**src/rtl/wish_unpack_pkg.sv**
```systemverilog
// Shared definitions for the wish_pack / wish_unpack width converters:
// endian selection and beat-to-slice mapping.
package wish_unpack_pkg;

  typedef enum logic {
    ENDIAN_BIG    = 1'b0,
    ENDIAN_LITTLE = 1'b1
  } endian_e;

  localparam int MIN_PACK = 2;

  // Which slice of the wide word is emitted as beat number beat_idx.
  function automatic int slice_of(input int beat_idx, input int num_pack, input bit little);
    return little ? beat_idx : (num_pack - 1 - beat_idx);
  endfunction

endpackage

```
**src/rtl/wish_word_slot.sv**
```systemverilog
// One buffered word: data, cycle tag and valid bit, with load and clear.
// Load wins over clear; clearing drops only the valid bit so outputs stay stable.
module wish_word_slot #(
  parameter int DATA_WIDTH = 32,
  parameter int TGC_WIDTH  = 2
) (
  input  logic                  clk,
  input  logic                  rst,
  input  logic                  load,
  input  logic                  clear,
  input  logic [DATA_WIDTH-1:0] load_dat,
  input  logic [TGC_WIDTH-1:0]  load_tgc,
  output logic [DATA_WIDTH-1:0] dat,
  output logic [TGC_WIDTH-1:0]  tgc,
  output logic                  valid
);

  always_ff @(posedge clk or posedge rst) begin
    if (rst) begin
      dat   <= '0;
      tgc   <= '0;
      valid <= 1'b0;
    end else if (load) begin
      dat   <= load_dat;
      tgc   <= load_tgc;
      valid <= 1'b1;
    end else if (clear) begin
      valid <= 1'b0;
    end
  end

endmodule

```
**src/rtl/wish_unpack.sv**
```systemverilog
// Wishbone-style splitter: one wide word in, NUM_PACK narrow beats out, two-entry
// buffer (cur + nxt) so beats run back to back; d_ack never reaches s_ack combinationally.
module wish_unpack
  import wish_unpack_pkg::*;
#(
  parameter int DATA_WIDTH    = 8,
  parameter int NUM_PACK      = 4,
  parameter int TGC_WIDTH     = 2,
  parameter bit LITTLE_ENDIAN = 1'b1
) (
  input  logic                           clk_i,
  input  logic                           rst_i,
  input  logic                           s_stb_i,
  input  logic                           s_cyc_i,
  output logic                           s_ack_o,
  output logic                           s_stall_o,
  input  logic [DATA_WIDTH*NUM_PACK-1:0] s_dat_i,
  input  logic [TGC_WIDTH-1:0]           s_tgc_i,
  output logic                           d_stb_o,
  output logic                           d_cyc_o,
  input  logic                           d_ack_i,
  output logic [DATA_WIDTH-1:0]          d_dat_o,
  output logic [TGC_WIDTH-1:0]           d_tgc_o,
  output logic                           d_last_o
);

  localparam int  WORD_W = DATA_WIDTH * NUM_PACK;
  localparam int  IDX_W  = $clog2(NUM_PACK);
  localparam bit  LITTLE = (LITTLE_ENDIAN == ENDIAN_LITTLE);
  localparam logic [IDX_W-1:0] IDX_LAST = IDX_W'(NUM_PACK - 1);

  logic [WORD_W-1:0]    cur_dat, nxt_dat, cur_src_dat;
  logic [TGC_WIDTH-1:0] cur_tgc, nxt_tgc, cur_src_tgc;
  logic                 cur_valid, nxt_valid;
  logic [IDX_W-1:0]     idx;

  logic acc, beat, is_last, fin;
  logic cur_load, cur_clear, nxt_load, nxt_clear;

  // Stall depends only on registered state and reset, keeping d_ack out of s_ack.
  assign s_stall_o = nxt_valid | rst_i;
  assign acc       = s_stb_i & s_cyc_i & ~s_stall_o;
  assign s_ack_o   = acc;

  assign beat    = cur_valid & d_ack_i;
  assign is_last = (idx == IDX_LAST);
  assign fin     = beat & is_last;

  // acc implies nxt is empty, so an empty cur means the whole buffer is idle.
  assign cur_load    = (acc & ~cur_valid) | (fin & (nxt_valid | acc));
  assign cur_clear   = fin & ~nxt_valid & ~acc;
  assign cur_src_dat = nxt_valid ? nxt_dat : s_dat_i;
  assign cur_src_tgc = nxt_valid ? nxt_tgc : s_tgc_i;

  assign nxt_load  = acc & cur_valid & ~fin;
  assign nxt_clear = fin & nxt_valid;

  wish_word_slot #(
    .DATA_WIDTH (WORD_W),
    .TGC_WIDTH  (TGC_WIDTH)
  ) u_cur (
    .clk      (clk_i),
    .rst      (rst_i),
    .load     (cur_load),
    .clear    (cur_clear),
    .load_dat (cur_src_dat),
    .load_tgc (cur_src_tgc),
    .dat      (cur_dat),
    .tgc      (cur_tgc),
    .valid    (cur_valid)
  );

  wish_word_slot #(
    .DATA_WIDTH (WORD_W),
    .TGC_WIDTH  (TGC_WIDTH)
  ) u_nxt (
    .clk      (clk_i),
    .rst      (rst_i),
    .load     (nxt_load),
    .clear    (nxt_clear),
    .load_dat (s_dat_i),
    .load_tgc (s_tgc_i),
    .dat      (nxt_dat),
    .tgc      (nxt_tgc),
    .valid    (nxt_valid)
  );

  always_ff @(posedge clk_i or posedge rst_i) begin
    if (rst_i) begin
      idx <= '0;
    end else if (cur_load) begin
      idx <= '0;
    end else if (beat) begin
      idx <= is_last ? '0 : idx + IDX_W'(1);
    end
  end

  always_comb begin
    d_dat_o = '0;
    for (int k = 0; k < NUM_PACK; k++) begin
      if (idx == IDX_W'(k)) begin
        d_dat_o = cur_dat[slice_of(k, NUM_PACK, LITTLE)*DATA_WIDTH +: DATA_WIDTH];
      end
    end
  end

  assign d_stb_o  = cur_valid;
  assign d_cyc_o  = cur_valid;
  assign d_tgc_o  = cur_tgc;
  assign d_last_o = cur_valid & is_last;

endmodule

```
**config.mk**
```make
export PLATFORM = sky130hd
export DESIGN_NAME = wish_unpack
export DESIGN_NICKNAME = d
export VERILOG_FILES = /design/src/rtl/wish_unpack_pkg.sv /design/src/rtl/wish_word_slot.sv /design/src/rtl/wish_unpack.sv
export SDC_FILE = /design/constraint.sdc
export NUM_CORES = 1
export LEC_CHECK = 0
export CORE_AREA = 5 5 74 126
export CTS_BUF_LIST = sky130_fd_sc_hd__clkbuf_2 sky130_fd_sc_hd__clkbuf_4 sky130_fd_sc_hd__clkbuf_8
export CTS_CLUSTER_SIZE = 30
export DETAILED_ROUTE_END_ITERATION = 10
export DIE_AREA = 0 0 79 131
export PLACE_DENSITY = 0.72
export SYNTH_ARGS = -nofsm -noshare
export SYNTH_HDL_FRONTEND = slang
export SYNTH_SLANG_ARGS = --single-unit
```
**constraint.sdc**
```tcl
create_clock -name clk_i -period 4 [get_ports clk_i]
set_input_delay 0.4 -clock clk_i [delete_from_list [all_inputs] [get_ports clk_i]]
set_output_delay 0.4 -clock clk_i [all_outputs]
set_load 0.005 [all_outputs]
```
# Word-level counts from Yosys, hierarchy flattened
# Index checks and enable logic that the tools add are counted.
# classes
eq_ne	3
bitwise	20
n_addsub	1
n_reduce_logical	4
muxes	13
# ops
op	n
$mux W32	1
$mux W8	4
$and A1 B1 Y1	12
$mux W2	4
$reduce_bool A2 Y1	3
$not A1 Y1	5
$eq A2 B2 Y1 const B	2
$mux W1	4
$or A1 B1 Y1	3
$add A2 B1 Y2 const B	1
$eq A2 B1 Y1 const B	1
$logic_not A2 Y1	1
# word_totals
wordCells	48
in_bits	39
output_inout_bits	15
reg_bits	72

# Longest topological paths before layout
# Gate-level depths: netlist of run 1.
# depth
depth_word	7
depth_mapped	7
mapped_depth_nobuf	5

# Hierarchy
# From an unflattened synthesis of run 1, not the netlist that was laid out.
# hier_totals
cells_unflattened	254
hier_area_um2	3821.2
# modules_own_cells
module	cells_each	instances	area_per_inst_um2	seq_area_each_um2
wish_word_slot	76	2	1453.9	875.8
wish_unpack	102	1	913.4	50.0

# Least setup slack after synthesis of run 1
# OpenSTA, ideal clock, no wires.
# synth_path
path_type	register -> output
startpoint	register idx[0]
endpoint	output port d_dat_o[6]
n_path_buf	2
slack_ns	2.194
arrival_time_ns	1.406
path_stages_with_launch	7
required_time_ns	3.600
cell_sequence	dfrtp_1 -> inv_1 -> ha_1 -> clkbuf_1 -> clkbuf_1 -> a21oi_1 -> a22o_1
# synth_between
elab_chain_cells	5
word_cells_on_any_way	8
classes_between	3 x eq/ne; 4 x mux; 1 x reduce/logical
# synth_lines
item	line_no	text
start: declaration	wish_unpack.sv:35	logic [IDX_W-1:0] idx;
start signal: assignment	wish_unpack.sv:94	idx <= is_last ? '0 : idx + IDX_W'(1);
$logic_not A2 Y1	wish_unpack.sv:101	if (idx == IDX_W'(k)) begin
$mux W8 (3 in series)	wish_unpack.sv:101	
$mux W8 *	wish_unpack.sv:101	
end: declaration	wish_unpack.sv:22	output logic [DATA_WIDTH-1:0] d_dat_o,
# Mark *: on every way between the ends. The rest lies on a longest branch, timed or not.

# Final worst setup path of run 1
# layout_path
startpoint	register u_nxt.valid
endpoint	output port s_stall_o
# layout_between
elab_chain_cells	1
# layout_lines
item	line_no	text
start: declaration	wish_word_slot.sv:15	output logic valid
start signal: assignment	wish_word_slot.sv:22	valid <= 1'b0;
start signal: assignment	wish_word_slot.sv:26	valid <= 1'b1;
start signal: assignment	wish_word_slot.sv:28	valid <= 1'b0;
$or A1 B1 Y1	wish_unpack.sv:41	assign s_stall_o = nxt_valid | rst_i;
end: declaration	wish_unpack.sv:16	output logic s_stall_o,
# No other way between the ends.

==> summary.txt, run 1 <==
Crit-path slowest cell: dfrtp_1
CP endpoint kind: primary output
Slew headroom: 32.9%
Critical path arrival: 2.35 ns
Grt met2 use: 24.1%
RSZ-0062 raised after global routing: no
TritonCTS clock tree: built
Avg Inst Size Synth: 13.8 µm²
Vias in the first global route: 2299
Most common cell in the netlist: dfrtp_1
Routed wire per std cell: 16.2 µm
Combinational share of power: 42.9%
Remaining global-route overflow: 0
WS Path Type: reg2out
Clk_lat worst skew: 0.34 ns
Router iterations before antenna repair: 4
Hold EP: u_nxt.dat[27]
Initial antenna violation count: 0
WP data required: 3.60 ns
Synth Register Bits: 72
Via count: 2130
Largest net degree at the start of global routing: 50
Main flop type after synthesis: dfrtp_1
Final Instance Count excl. Fillers: 409
Worst r2r dst: u_cur.dat[11]
Layout cells sized above 1: 33.8%
CTS Buf Count: 9
Worst-case clock buffer depth: 2
Sequential power share: 40.8%
Global Route Usage Sum: 14.4%
DP Area: 4150 µm²
CP Launch Type: register
Setup Fix Bufs, Post-CTS: 0
Post-cts gate resize count: 0
CTS sink count: 72
Synth unique cells: 28
HP Start: u_nxt.dat[27]
P_leak: 1.90 nW
Final instance area: 4330 µm²
Mux cell area share after synthesis: 33.2%
Max H-tree Level: 3
Slack of the critical path: 1.25 ns
Fillers: 715
Core box area: 8200 µm²
Crit path max fanout: 22
Hold WS: 0.489 ns
Synth warn: 0
Final Wtd Congestion: 0.840
Adder-Cell Fraction of Synth Area: 1.38%
Total of max-cap violations: 0
Fraction of synthesized cell area in xor and xnor cells: 0%
Post-synthesis cell count: 263
Area grow syn2layout: 19.1%
ANT nets after route: 0
Compound-Gate Fraction of Synth Area: 7.02%
Worst-Margin Slew: 1.00 ns
Die ar.: 10300 µm²
Simple-gate share of the synthesized area: 3.37%
Drt via density: 5.21
Hold Path Stages: 1
Reg2reg path depth: 5
Final Cycle Share: 68.7%
Layout Nets: 356
Status: completed
Post-route total power: 3.20 mW
Final hold viol count: 0
R2R setup slack: 1.44 ns
Setup Skew: 0.00510 ns
Global Route met3 Usage: 3.50%
Post-synthesis sequential area ratio: 49.6%
Antenna Cells: 0
Dpl hpwl: 4770 µm
Clk slew on worst S/H paths: 0.07 ns
# DRC: 0
Cts hold-fix bufs: 0
GRT met1 Usage: 16.5%
Cell count after placement: 394
Max stage delay on crit path: 0.95 ns
Top cell type's share of synthesized area: 49.6%
First-pass GRT wire length: 11400 µm
Sw Ratio: 30.8%
Crit-path cells: buf_4 -> or2_2 -> clkdlybuf4s50_1
Post-synth net total: 306
Final core utilization: 52.8%
Row cnt: 44
Starting density of the core: 44.3%
Ys async rst share: 100%
Post-synth top cells: 72 x dfrtp_1, 61 x mux2_2, 21 x mux2_4
Yosys top cell by area: dfrtp_1
GR peak layer: met2
Dpl ws: 1.46 ns
Largest family of logic cells by synthesized area: multiplexers
Max Freq: 364 MHz
Pint: 2.22 mW
Slew Limit Fails: 0
Die Wd: 79 µm
Top area cells in the synthesized netlist: dfrtp_1 50%, mux2_2 19%, mux2_4 8.7%, mux2i_1 4.4%, a21oi_1 2.6%
IO Count: 54
Clk pwr share: 16.3%
NetSw: 0.985 mW
PwrDens: 740 nW/µm²
RR Startpoint: idx[0]
Post-Synthesis Cell Area: 3640 µm²
Total wire length: 6640 µm
Worst vdd ir: 0.000289 V
Hold Crit Class: reg2reg
Number of synthesized flops with an enable pin: 0
Clk root buf: clkbuf_8
Port bufs: 53
# setup viols final: 0
Die Y: 131 µm
Final TNS setup: 0 ns
Post-layout min period: 2.75 ns
Iter 0 DRT Violations: 95
## logic make-up after synthesis
group                      Yosys count
buffers and inverters               29
DFF                                 72
AOI/OAI and AO/OA                   39
and+or+nand+nor                     17
adders and majority gates            4
muxes                              102
## area by class of cell
cell class	instances	area (µm²)	area share, %
clock buffers	15	181	4.19
inverters	12	45.0	1.04
multi-input cells	162	1640	37.8
flip-flops and latches	72	1800	41.6
well taps	92	115	2.66
repair buffers	56	553	12.8
## routing by layer
metal / wire length, µm / vias to the layer above
met2: 3480 / 45
met4: 262 / 0
li1: - / 1036
met3: 261 / 14
met5: 0 / -
met1: 2630 / 1035
## cell usage in the layout, fill, tap and decap left out
cell type	instances
dfrtp_1	72
mux2_2	61
clkdlybuf4s50_1	53
mux2_4	21
a21oi_1	19
mux2i_1	16
inv_1	11
clkbuf_8	11
nand2_1	10
o21ai_0	8
a22o_1	8
mux2_1	4
ha_1	4
clkbuf_4	4
buf_4	3
nand4bb_4	1
nand4_4	1
a21boi_4	1
a21oi_4	1
nand2_4	1
o211ai_1	1
o31ai_1	1
or2_2	1
and2_1	1
inv_2	1
nand3b_1	1
nand3_1	1
## state kept, by name (all words and copies together), names as in the netlist
register,count
u_nxt.dat,32
u_nxt.tgc,2
u_cur.valid,1
u_cur.dat,32
u_nxt.valid,1
idx,2
u_cur.tgc,2
## power groups by stage
stage | Clock, mW | Combinational [mW] | Sequential, mW
after global routing | 0.566 | 1.52 | 1.36
after floorplan | 0 | 1.04 | 1.22
after CTS | 0.541 | 1.40 | 1.31
after global placement | 0 | 1.37 | 1.31
after detailed placement | 0 | 1.39 | 1.33
final | 0.522 | 1.37 | 1.31
## worst max-delay path, delay by kind of cell, from the launching register on
| family | cells | cell delay, ns |
|---|---|---|
| DFF | 1 | 0.95 |
| buffers and inverters | 2 | 0.90 |
| and+or+nand+nor | 1 | 0.16 |
## worst max path at each step
stage                            from             to  slack, ns  cells after the start
after floorplan                 rst_i         idx[0]       1.78                      1
after global placement         idx[0]  u_cur.dat[14]       1.56                      5
after detailed placement       idx[0]  u_cur.dat[12]       1.46                      5
after CTS                 u_nxt.valid      s_stall_o       1.17                      3
after global routing           idx[0]     d_dat_o[6]       1.09                      6
final                     u_nxt.valid      s_stall_o       1.25                      3
Note: power is estimated with default switching activity, not from simulation.
==> run 2, diff against run 1 <==
Settings changed: PLACE_DENSITY 0.72 to 0.74.
Clock period 4 ns to 2.3 ns, I/O delays scaled along.
==> run 2 against run 1 <==
  * Die area is the same
  * Global-route usage up 1.6 points
  * First-iteration DRC count rose by 4.2%
  * Setup slack got worse by 1.1 ns
==> summary.txt, run 2 (synthesis results as in run 1) <==
Status: completed
First-pass GRT wire length: 12400 µm
Setup Skew: 0.0106 ns
P_leak: 2.08 nW
Top cell by count, worst path: buf_4
Total of max-cap violations: 0
PwrDens: 1310 nW/µm²
Dpl hpwl: 5410 µm
CTS Buf Count: 9
Leading cell types in the layout, fill and taps excluded: 70 x dfrtp_1, 61 x mux2_2, 45 x clkdlybuf4s50_1, 21 x mux2_4, 17 x a21oi_1
TritonCTS clock tree: built
Largest net degree at the start of global routing: 73
Crit-path cells: buf_4 -> ha_2 -> buf_6 -> buf_4 -> a21oi_1 -> a22o_1 -> dlygate4sd2_1
Slew headroom: 66.9%
CTS sink count: 72
Final Wtd Congestion: 0.782
Die Wd: 79 µm
IO Count: 54
Top flop regs: u_cur.dat x32, u_nxt.dat x32
Commonest non-fill, non-tap cell in the layout: dfrtp_1
Total wire length: 7720 µm
# DRC: 0
Crit-path slowest cell: dfrtp_2
# setup viols final: 0
Global Route Usage Sum: 16.0%
Final core utilization: 56.0%
Vias in the first global route: 2495
Layout Nets: 373
Max stage delay on crit path: 0.42 ns
CP Launch Type: register
Max H-tree Level: 3
Crit path max fanout: 14
Cts hold-fix bufs: 0
CP endpoint kind: primary output
Die ar.: 10300 µm²
Met3 wire length: 196 µm
Buf+Inv Stages, Crit Path: 4
Die Y: 131 µm
Area grow syn2layout: 26.4%
CP top delay family: buffers and inverters
Remaining global-route overflow: 0
Row cnt: 44
Max Freq: 469 MHz
Via count: 2295
Starting density of the core: 44.3%
RSZ-0062 raised after global routing: no
Final TNS setup: 0 ns
Layout cells sized above 1: 40.3%
WP data required: 2.07 ns
Final hold viol count: 0
Clk root buf: clkbuf_8
Port bufs: 53
WS Path Type: reg2out
Worst-Margin Slew: 0.497 ns
Metal1 wirelength: 3060 µm
Router iterations before antenna repair: 4
Critical path arrival: 1.90 ns
Slew Limit Fails: 0
Hold WS: 0.319 ns
Clk slew on worst S/H paths: 0.07 ns
Worst vdd ir: 0.000505 V
Antenna Cells: 0
Hold Crit Class: in2async
Final Cycle Share: 92.8%
ANT nets after route: 0
Drt via density: 5.37
Post-layout min period: 2.13 ns
Clk_lat worst skew: 0.35 ns
Core box area: 8200 µm²
Worst-case clock buffer depth: 2
Routed wire per std cell: 18.1 µm
Iter 0 DRT Violations: 99
Met2 Wirelength: 4230 µm
Fillers: 681
Highest metal used: met4
Initial antenna violation count: 0
## run 2: cell types whose count changed in the layout (fill, tap and decap cells not counted), moves of 4 or more
| cell | previous run | this run |
|---|---|---|
| buf_4 | 3 | 14 |
| clkdlybuf4s50_1 | 53 | 45 |
| dlygate4sd2_1 | 0 | 4 |
| ha_1 | 4 | 0 |
| clkbuf_4 | 4 | 0 |
| dlymetal6s2s_1 | 0 | 4 |
## run 2: worst register-to-register path, cell delays in order (launching register included)
cell and delay [ns]:
dfrtp_2 0.42, buf_4 0.16, ha_2 0.18, buf_4 0.16, a21boi_4 0.21, nand2_4 0.32, mux2_1 0.43
## run 2: area by class of cell
| class | count | area [µm²] | area share [%] |
|---|---|---|---|
| tap | 92 | 115 | 2.50 |
| sequential | 72 | 1800 | 39.3 |
| multi-input combinational | 162 | 1680 | 36.6 |
| clock inverter | 6 | 82.6 | 1.80 |
| inverter | 12 | 45.0 | 0.980 |
| timing repair buffer | 73 | 728 | 15.8 |
| clock buffer | 10 | 138 | 2.99 |
## run 2: where the power goes
| part | internal, mW | total, mW | switching, mW |
|---|---|---|---|
| sequential | 1.89 | 2.26 | 0.373 |
| clock | 0.634 | 1.10 | 0.470 |
| combinational | 1.62 | 2.66 | 1.04 |
| total | 4.14 | 6.02 | 1.88 |
## run 2: stage by stage
step | total power, mW | cells | area, µm² | setup slack [ns]
after floorplan | 3.94 | 263 | 3640 | 0.245
after global placement | 4.72 | 402 | 4240 | 0.124
after detailed placement | 4.81 | 402 | 4240 | 0.0567
after CTS | 6.07 | 424 | 4560 | -0.0165
after global routing | 6.41 | 427 | 4600 | 0.0680
final | 6.02 | 427 | 4600 | 0.167
## run 2: repair_timing
| action | CTS | global route |
|---|---|---|
| pin swaps | 3 | 0 |
| hold endpoints to repair | 0 | 0 |
| buffers inserted | 5 | 3 |
| resized for setup | 19 | 7 |
| gates cloned | 1 | 0 |
| setup endpoints to repair | 8 | 4 |
## run 2: metal layers
layer	up-vias	track usage (%)
li1	1074	-
met1	1168	17.3
met2	39	28.8
met3	14	3.02
met4	0	9.41
met5	-	0
## run 2: final timing paths
path / from / endpoint / slack (ns) / depth (start not counted)
min reg2reg: u_nxt.dat[28] / u_nxt.dat[28] / 0.50 / 1
max reg2reg: idx[1] / u_nxt.dat[26] / 0.31 / 6
max: idx[1] / d_dat_o[4] / 0.17 / 7
min in group clk_i: s_dat_i[28] / u_nxt.dat[28] / 0.49 / 2
max in group asynchronous: rst_i / u_nxt.dat[23] / 1.65 / 3
min: rst_i / u_cur.dat[11] / 0.32 / 3
